## src/rtl/ahblite_master_mux2_if.sv

```systemverilog
// AHB-Lite address/data bundle for one port; master drives address and write data, slave returns ready and read data.
interface ahblite_master_mux2_if;
    logic [31:0] HADDR;
    logic [1:0]  HTRANS;
    logic        HWRITE;
    logic [2:0]  HSIZE;
    logic [31:0] HWDATA;
    logic        HREADY;
    logic [31:0] HRDATA;

    modport master (
        output HADDR, HTRANS, HWRITE, HSIZE, HWDATA,
        input  HREADY, HRDATA
    );

    modport slave (
        input  HADDR, HTRANS, HWRITE, HSIZE, HWDATA,
        output HREADY, HRDATA
    );
endinterface

```

## src/rtl/ahblite_master_mux2.sv

```systemverilog
// Two-master AHB-Lite mux, M1 over M0 with M0 starvation limit; zero added latency when uncontested.
// Losing master's address phase is captured and it is stalled (HREADY low) until the replay is accepted.
module ahblite_master_mux2 #(
    parameter int unsigned M0_STARVE_MAX = 4
) (
    input  logic                  HCLK,
    input  logic                  HRESET,
    ahblite_master_mux2_if.slave  m0,
    ahblite_master_mux2_if.slave  m1,
    ahblite_master_mux2_if.master bus,
    output logic                  HMASTER
);
    localparam logic [3:0] STARVE_MAX = 4'(M0_STARVE_MAX);

    typedef struct packed {
        logic [31:0] addr;
        logic [1:0]  trans;
        logic        write;
        logic [2:0]  size;
    } hdr_t;

    hdr_t       live [2];
    hdr_t       pend_hdr [2];
    hdr_t       sel_hdr;
    hdr_t       last_hdr;
    logic [1:0] pend;
    logic [1:0] rdy;
    logic [1:0] live_v;
    logic [1:0] req;
    logic       hold_v;
    logic       hold_id;
    logic       dvalid;
    logic       downer;
    logic [3:0] starve;
    logic       starve_hit;
    logic       gnt_v;
    logic       gnt_id;

    assign live[0] = {m0.HADDR, m0.HTRANS, m0.HWRITE, m0.HSIZE};
    assign live[1] = {m1.HADDR, m1.HTRANS, m1.HWRITE, m1.HSIZE};

    always_comb begin
        for (int i = 0; i < 2; i++) begin
            rdy[i]    = pend[i] ? 1'b0 : (dvalid && downer == 1'(i)) ? bus.HREADY : 1'b1;
            live_v[i] = live[i].trans[1] & rdy[i];
        end
        req        = pend | live_v;
        starve_hit = req[0] && (starve == STARVE_MAX);
        // A stalled address phase must stay on the bus unchanged, so the held owner wins outright
        gnt_v      = hold_v | (|req);
        gnt_id     = hold_v ? hold_id : (req[1] & ~starve_hit);
        sel_hdr    = pend[gnt_id] ? pend_hdr[gnt_id] : live[gnt_id];
    end

    assign bus.HTRANS = (gnt_v && !HRESET) ? sel_hdr.trans : 2'b00;
    assign bus.HADDR  = gnt_v ? sel_hdr.addr  : last_hdr.addr;
    assign bus.HWRITE = gnt_v ? sel_hdr.write : last_hdr.write;
    assign bus.HSIZE  = gnt_v ? sel_hdr.size  : last_hdr.size;
    assign bus.HWDATA = downer ? m1.HWDATA : m0.HWDATA;
    assign HMASTER    = downer & ~HRESET;
    assign m0.HREADY  = rdy[0] | HRESET;
    assign m1.HREADY  = rdy[1] | HRESET;
    assign m0.HRDATA  = bus.HRDATA;
    assign m1.HRDATA  = bus.HRDATA;

    always_ff @(posedge HCLK) begin
        if (HRESET) begin
            pend     <= '0;
            hold_v   <= 1'b0;
            hold_id  <= 1'b0;
            dvalid   <= 1'b0;
            downer   <= 1'b0;
            starve   <= '0;
            last_hdr <= '0;
            for (int i = 0; i < 2; i++) begin
                pend_hdr[i] <= '0;
            end
        end else begin
            for (int i = 0; i < 2; i++) begin
                if (gnt_v && bus.HREADY && gnt_id == 1'(i)) begin
                    pend[i] <= 1'b0;
                end else if (live_v[i]) begin
                    pend[i]     <= 1'b1;
                    pend_hdr[i] <= live[i];
                end
            end
            hold_v  <= gnt_v & ~bus.HREADY;
            hold_id <= gnt_id;
            if (gnt_v) begin
                last_hdr <= sel_hdr;
            end
            if (bus.HREADY) begin
                dvalid <= gnt_v;
                if (gnt_v) begin
                    downer <= gnt_id;
                end
                if (gnt_v && gnt_id && req[0]) begin
                    starve <= (starve == STARVE_MAX) ? starve : starve + 4'd1;
                end else begin
                    starve <= '0;
                end
            end
        end
    end
endmodule

```

## src/flat_wrapper.sv

```systemverilog
// flat-port wrapper written by rule: the top's interface ports become plain ports
module ahblite_master_mux2_flat 
#(
    parameter int unsigned M0_STARVE_MAX = 4
)
  (HCLK, HRESET, HMASTER, m0_HADDR, m0_HTRANS, m0_HWRITE, m0_HSIZE, m0_HWDATA, m0_HREADY, m0_HRDATA, m1_HADDR, m1_HTRANS, m1_HWRITE, m1_HSIZE, m1_HWDATA, m1_HREADY, m1_HRDATA, bus_HADDR, bus_HTRANS, bus_HWRITE, bus_HSIZE, bus_HWDATA, bus_HREADY, bus_HRDATA);
  ahblite_master_mux2_if m0_i ();
  ahblite_master_mux2_if m1_i ();
  ahblite_master_mux2_if bus_i ();
  input  logic HCLK;
  input  logic HRESET;
  output logic HMASTER;
  input wire logic [$bits(m0_i.HADDR)-1:0] m0_HADDR;
  input wire logic [$bits(m0_i.HTRANS)-1:0] m0_HTRANS;
  input wire logic [$bits(m0_i.HWRITE)-1:0] m0_HWRITE;
  input wire logic [$bits(m0_i.HSIZE)-1:0] m0_HSIZE;
  input wire logic [$bits(m0_i.HWDATA)-1:0] m0_HWDATA;
  output wire logic [$bits(m0_i.HREADY)-1:0] m0_HREADY;
  output wire logic [$bits(m0_i.HRDATA)-1:0] m0_HRDATA;
  input wire logic [$bits(m1_i.HADDR)-1:0] m1_HADDR;
  input wire logic [$bits(m1_i.HTRANS)-1:0] m1_HTRANS;
  input wire logic [$bits(m1_i.HWRITE)-1:0] m1_HWRITE;
  input wire logic [$bits(m1_i.HSIZE)-1:0] m1_HSIZE;
  input wire logic [$bits(m1_i.HWDATA)-1:0] m1_HWDATA;
  output wire logic [$bits(m1_i.HREADY)-1:0] m1_HREADY;
  output wire logic [$bits(m1_i.HRDATA)-1:0] m1_HRDATA;
  output wire logic [$bits(bus_i.HADDR)-1:0] bus_HADDR;
  output wire logic [$bits(bus_i.HTRANS)-1:0] bus_HTRANS;
  output wire logic [$bits(bus_i.HWRITE)-1:0] bus_HWRITE;
  output wire logic [$bits(bus_i.HSIZE)-1:0] bus_HSIZE;
  output wire logic [$bits(bus_i.HWDATA)-1:0] bus_HWDATA;
  input wire logic [$bits(bus_i.HREADY)-1:0] bus_HREADY;
  input wire logic [$bits(bus_i.HRDATA)-1:0] bus_HRDATA;
  assign m0_i.HADDR = m0_HADDR;
  assign m0_i.HTRANS = m0_HTRANS;
  assign m0_i.HWRITE = m0_HWRITE;
  assign m0_i.HSIZE = m0_HSIZE;
  assign m0_i.HWDATA = m0_HWDATA;
  assign m0_HREADY = m0_i.HREADY;
  assign m0_HRDATA = m0_i.HRDATA;
  assign m1_i.HADDR = m1_HADDR;
  assign m1_i.HTRANS = m1_HTRANS;
  assign m1_i.HWRITE = m1_HWRITE;
  assign m1_i.HSIZE = m1_HSIZE;
  assign m1_i.HWDATA = m1_HWDATA;
  assign m1_HREADY = m1_i.HREADY;
  assign m1_HRDATA = m1_i.HRDATA;
  assign bus_HADDR = bus_i.HADDR;
  assign bus_HTRANS = bus_i.HTRANS;
  assign bus_HWRITE = bus_i.HWRITE;
  assign bus_HSIZE = bus_i.HSIZE;
  assign bus_HWDATA = bus_i.HWDATA;
  assign bus_i.HREADY = bus_HREADY;
  assign bus_i.HRDATA = bus_HRDATA;
  ahblite_master_mux2 #(.M0_STARVE_MAX(M0_STARVE_MAX)) u_core (.HCLK(HCLK), .HRESET(HRESET), .m0(m0_i), .m1(m1_i), .bus(bus_i), .HMASTER(HMASTER));
endmodule
```

## config.mk

```make
export PLATFORM = sky130hd
export DESIGN_NAME = ahblite_master_mux2_flat
export DESIGN_NICKNAME = d
export VERILOG_FILES = /design/src/rtl/ahblite_master_mux2_if.sv /design/src/rtl/ahblite_master_mux2.sv /design/src/flat_wrapper.sv
export SDC_FILE = /design/constraint.sdc
export NUM_CORES = 1
export LEC_CHECK = 0
export CORE_MARGIN = 5
export CORE_UTILIZATION = 49
export DETAILED_ROUTE_END_ITERATION = 16
export PLACE_DENSITY = 0.95
export SLEW_MARGIN = 10
export SYNTH_ARGS = -nofsm -noshare
export SYNTH_HDL_FRONTEND = slang
export SYNTH_SLANG_ARGS = --single-unit
```

## constraint.sdc

```tcl
create_clock -name HCLK -period 5.95 [get_ports HCLK]
set_input_delay 0.595 -clock HCLK [delete_from_list [all_inputs] [get_ports HCLK]]
set_output_delay 0.595 -clock HCLK [all_outputs]
set_load 0.1 [all_outputs]
```

==> key figures <==
Run status
  – Status: completed

Clock network
  – H-tree levels: 4
  – CTS Hold Bufs: 0
  – CTS tree: built
  – CTS resizes: 0
  – Maximum clock path buffer count: 2
  – Clock-pin slew on the worst setup and hold paths: 60 ps
  – Clk_lat worst skew: about 420 ps
  – # Post-CTS Setup Buffers: 0
  – Total CTS buffers: 17
  – Clk root buf: clkbuf_16
  – CTS Sinks: 122

Layout
  – Most common cell after layout, fill and taps aside: clkdlybuf4s50_1
  – Layout cells sized above 1: 21.32%
  – Final Cell Area: 10390 um2
  – Most frequent cells in the layout: clkdlybuf4s50_1, o31ai_1, nand2_1
  – Fin util: 63.07%
  – Multi-input logic area: 4091 um2
  – Final net count: 1027
  – Area Growth Syn to Fin: 27.59%
  – Register area: between 3000 and 4000 um2
  – FILL cells: 1263

Placed design
  – Port bufs: around 220
  – Detailed Place HPWL: 16.44 mm
  – DP Area: ~9800 um2
  – Routability cong.: 0.8665

Floorplan
  – Die Span Y: 138.9 um
  – Die Footprint: 19290 um2
  – Num rows: 47
  – Die W: approximately 140 um
  – Area of the core: 16470 um2
  – Initial Utilization: 49.43%
  – # IOs: 312

Synthesis
  – Mapped Cells: ~740
  – Top_reg_cell synth: edfxtp_1
  – Synthesized area per cell: 11.07 um2
  – Syn_nets: 912
  – Ys async rst share: 0%
  – Register area share after synthesis: 39.35%
  – Post-Syn Area: 8139 um2
  – Yosys cell types: 54
  – Post-synth EDFFs: 76
  – Synthesized flop and latch total: 122
  – Synth Warn #: 0

STA
  – Worst Hold Slack: ~450 ps
  – Final Hold Vio Count: 0
  – Slew Limit Headroom: between 20% and 30%
  – Slew Limit Fails: 0
  – Setup TNS: 0 ps
  – Tcrit/Tclk final: 87.80%
  – Fmax: 0.1914 GHz
  – Final setup skew: 8.636 ps
  – Worst-Margin Slew: between 1000 and 1500 ps
  – Setup violations, final: 0
  – Period minus WS final: 5224 ps
  – RSZ-0062 raised after global routing: false

Power
  – Lkg Pwr: 3.541 nW
  – Pwr/cell area: approximately 340 nW/um2
  – Combinational share of power: 40.3%
  – VDD IR max: around 0.00018 V
  – Reg power frac: 30.0%
  – Clock share of power: around 30%
  – Internal Power: 0.002096 W
  – Switching part of the total power: about two fifths
  – Sw power: 0.001428 W

Routing
  – Antenna Nets Post-Route: 0
  – Vias per cell: 5.898
  – Routed wire length: 24.07 mm
  – DR pass1 iterations: 6
  – Post-DR wirelength/cell: 22.18 um
  – Vias: 6399
  – DRC: 0
  – DRT iter0 DRCs: 679

Setup path
  – R2R cell count: 6
  – CP Class: reg2out
  – Critical Path RT: 5360 ps
  – Worst Path Arrival: 4630 ps
  – CP endpoint kind: output pin
  – CP Launch Type: flip-flop
  – CP Max Fanout: 44

Global route
  – First-pass GRT wire length: 37.25 mm
  – Number of global-route vias before repair: 6757
  – Antenna violations before repair: 6
  – GRT overflow: 0
  – GRT Total Usage: 24.29%
  – Largest net degree at the start of global routing: 75

Hold path
  – Worst hold path type: reg2reg
  – Hold Crit Depth: 2

Run
  – Max-cap viol count: 0
## routing by layer
layer | track usage (%) | vias to the layer above | wire, um
met2 | 39.63 | 280 | 11500
met4 | 7.878 | 10 | 530
met3 | 8.759 | 57 | 2285
met1 | 30.10 | 3098 | 9685
li1 | - | 2954 | -
met5 | 0 | - | 64
## metrics by stage
| stage | setup slack [ps] | cells | total power, W |
|---|---|---|---|
| floorplan | 1044 | 735 | 0.002339 |
| global placement | 1124 | 1051 | 0.002457 |
| detailed placement | 1003 | 1051 | 0.002485 |
| CTS | 828.3 | 1083 | 0.003531 |
| global route | 627.1 | 1084 | 0.003637 |
| finish | 725.8 | 1085 | 0.003523 |
## synthesized netlist by cell type, drive strengths merged (3+ instances only)
master,number,share of area [%]
a211oi,4,0.37
mux2,33,4.6
a31oi,3,0.31
o21ai,6,0.42
clkbuf,43,2.0
and2,76,5.8
nor3b,38,3.5
nor2,5,0.23
nand4b,35,3.8
nand2,82,3.8
edfxtp,76,28
o31ai,106,11
nor3,4,0.25
and3,3,0.23
nand3,3,0.18
inv,9,0.42
a21oi,10,0.75
a2111oi,35,11
dfxtp,46,11
buf,89,8.6
nor2b,3,0.23
## path summary, 6_finish.rpt
check                           start                   to  slack (ps)
hold / removal    u_core.last_hdr[13]  u_core.last_hdr[13]         450
hold reg to reg   u_core.last_hdr[13]  u_core.last_hdr[13]         450
setup reg to reg       u_core.pend[1]  u_core.last_hdr[14]        1850
setup / recovery       u_core.pend[1]         bus_HADDR[8]         730
## worst max-delay path, stage by stage (launching register included)
cell and delay [ps]:
dfxtp_2 950, nand4bb_1 360, a22o_2 820, nand2_4 690, buf_4 450, a2111oi_4 480
o31ai_2 110, buf_4 270
## kinds of logic after synthesis
kind of cell	after synthesis	share of synthesized area (%)
flops	122	39.35
mux	35	4.812
buf+inv	141	11.10
compound gates	175	24.86
fa+ha+maj	2	0.3074
simple gates	260	19.57
## final cells by class
cell class | count | share of cell area, %
Clock buffer | 19 | 4.361
Multi-Input combinational cell | 472 | 39.40
Inverter | 9 | 0.3253
Antenna cell | 2 | 0.04819
Clock inverter | 13 | 1.446
Tap cell | 220 | 2.651
Sequential cell | 122 | 30.86
Timing Repair Buffer | 228 | 20.92
## registers in the layout, indices dropped and copies added (netlist names)
name,count
u_core.downer,1
u_core.dvalid,1
u_core.hold_id,1
u_core.hold_v,1
u_core.last_hdr,36
u_core.pend,2
u_core.pend_hdr,76
u_core.starve,4
## power by group through the flow
| stage | sequential (W) | clock [W] | combinational (W) |
|---|---|---|---|
| after CTS | 0.00105 | 0.00106 | 0.00142 |
| after global placement | 0.00106 | 0 | 0.00139 |
| after global routing | 0.00107 | 0.00109 | 0.00148 |
| after detailed placement | 0.00107 | 0 | 0.00141 |
| after floorplan | 0.00105 | 0 | 0.00129 |
| final | 0.00106 | 0.00105 | 0.00142 |
Power figures use the tool's default switching activity.
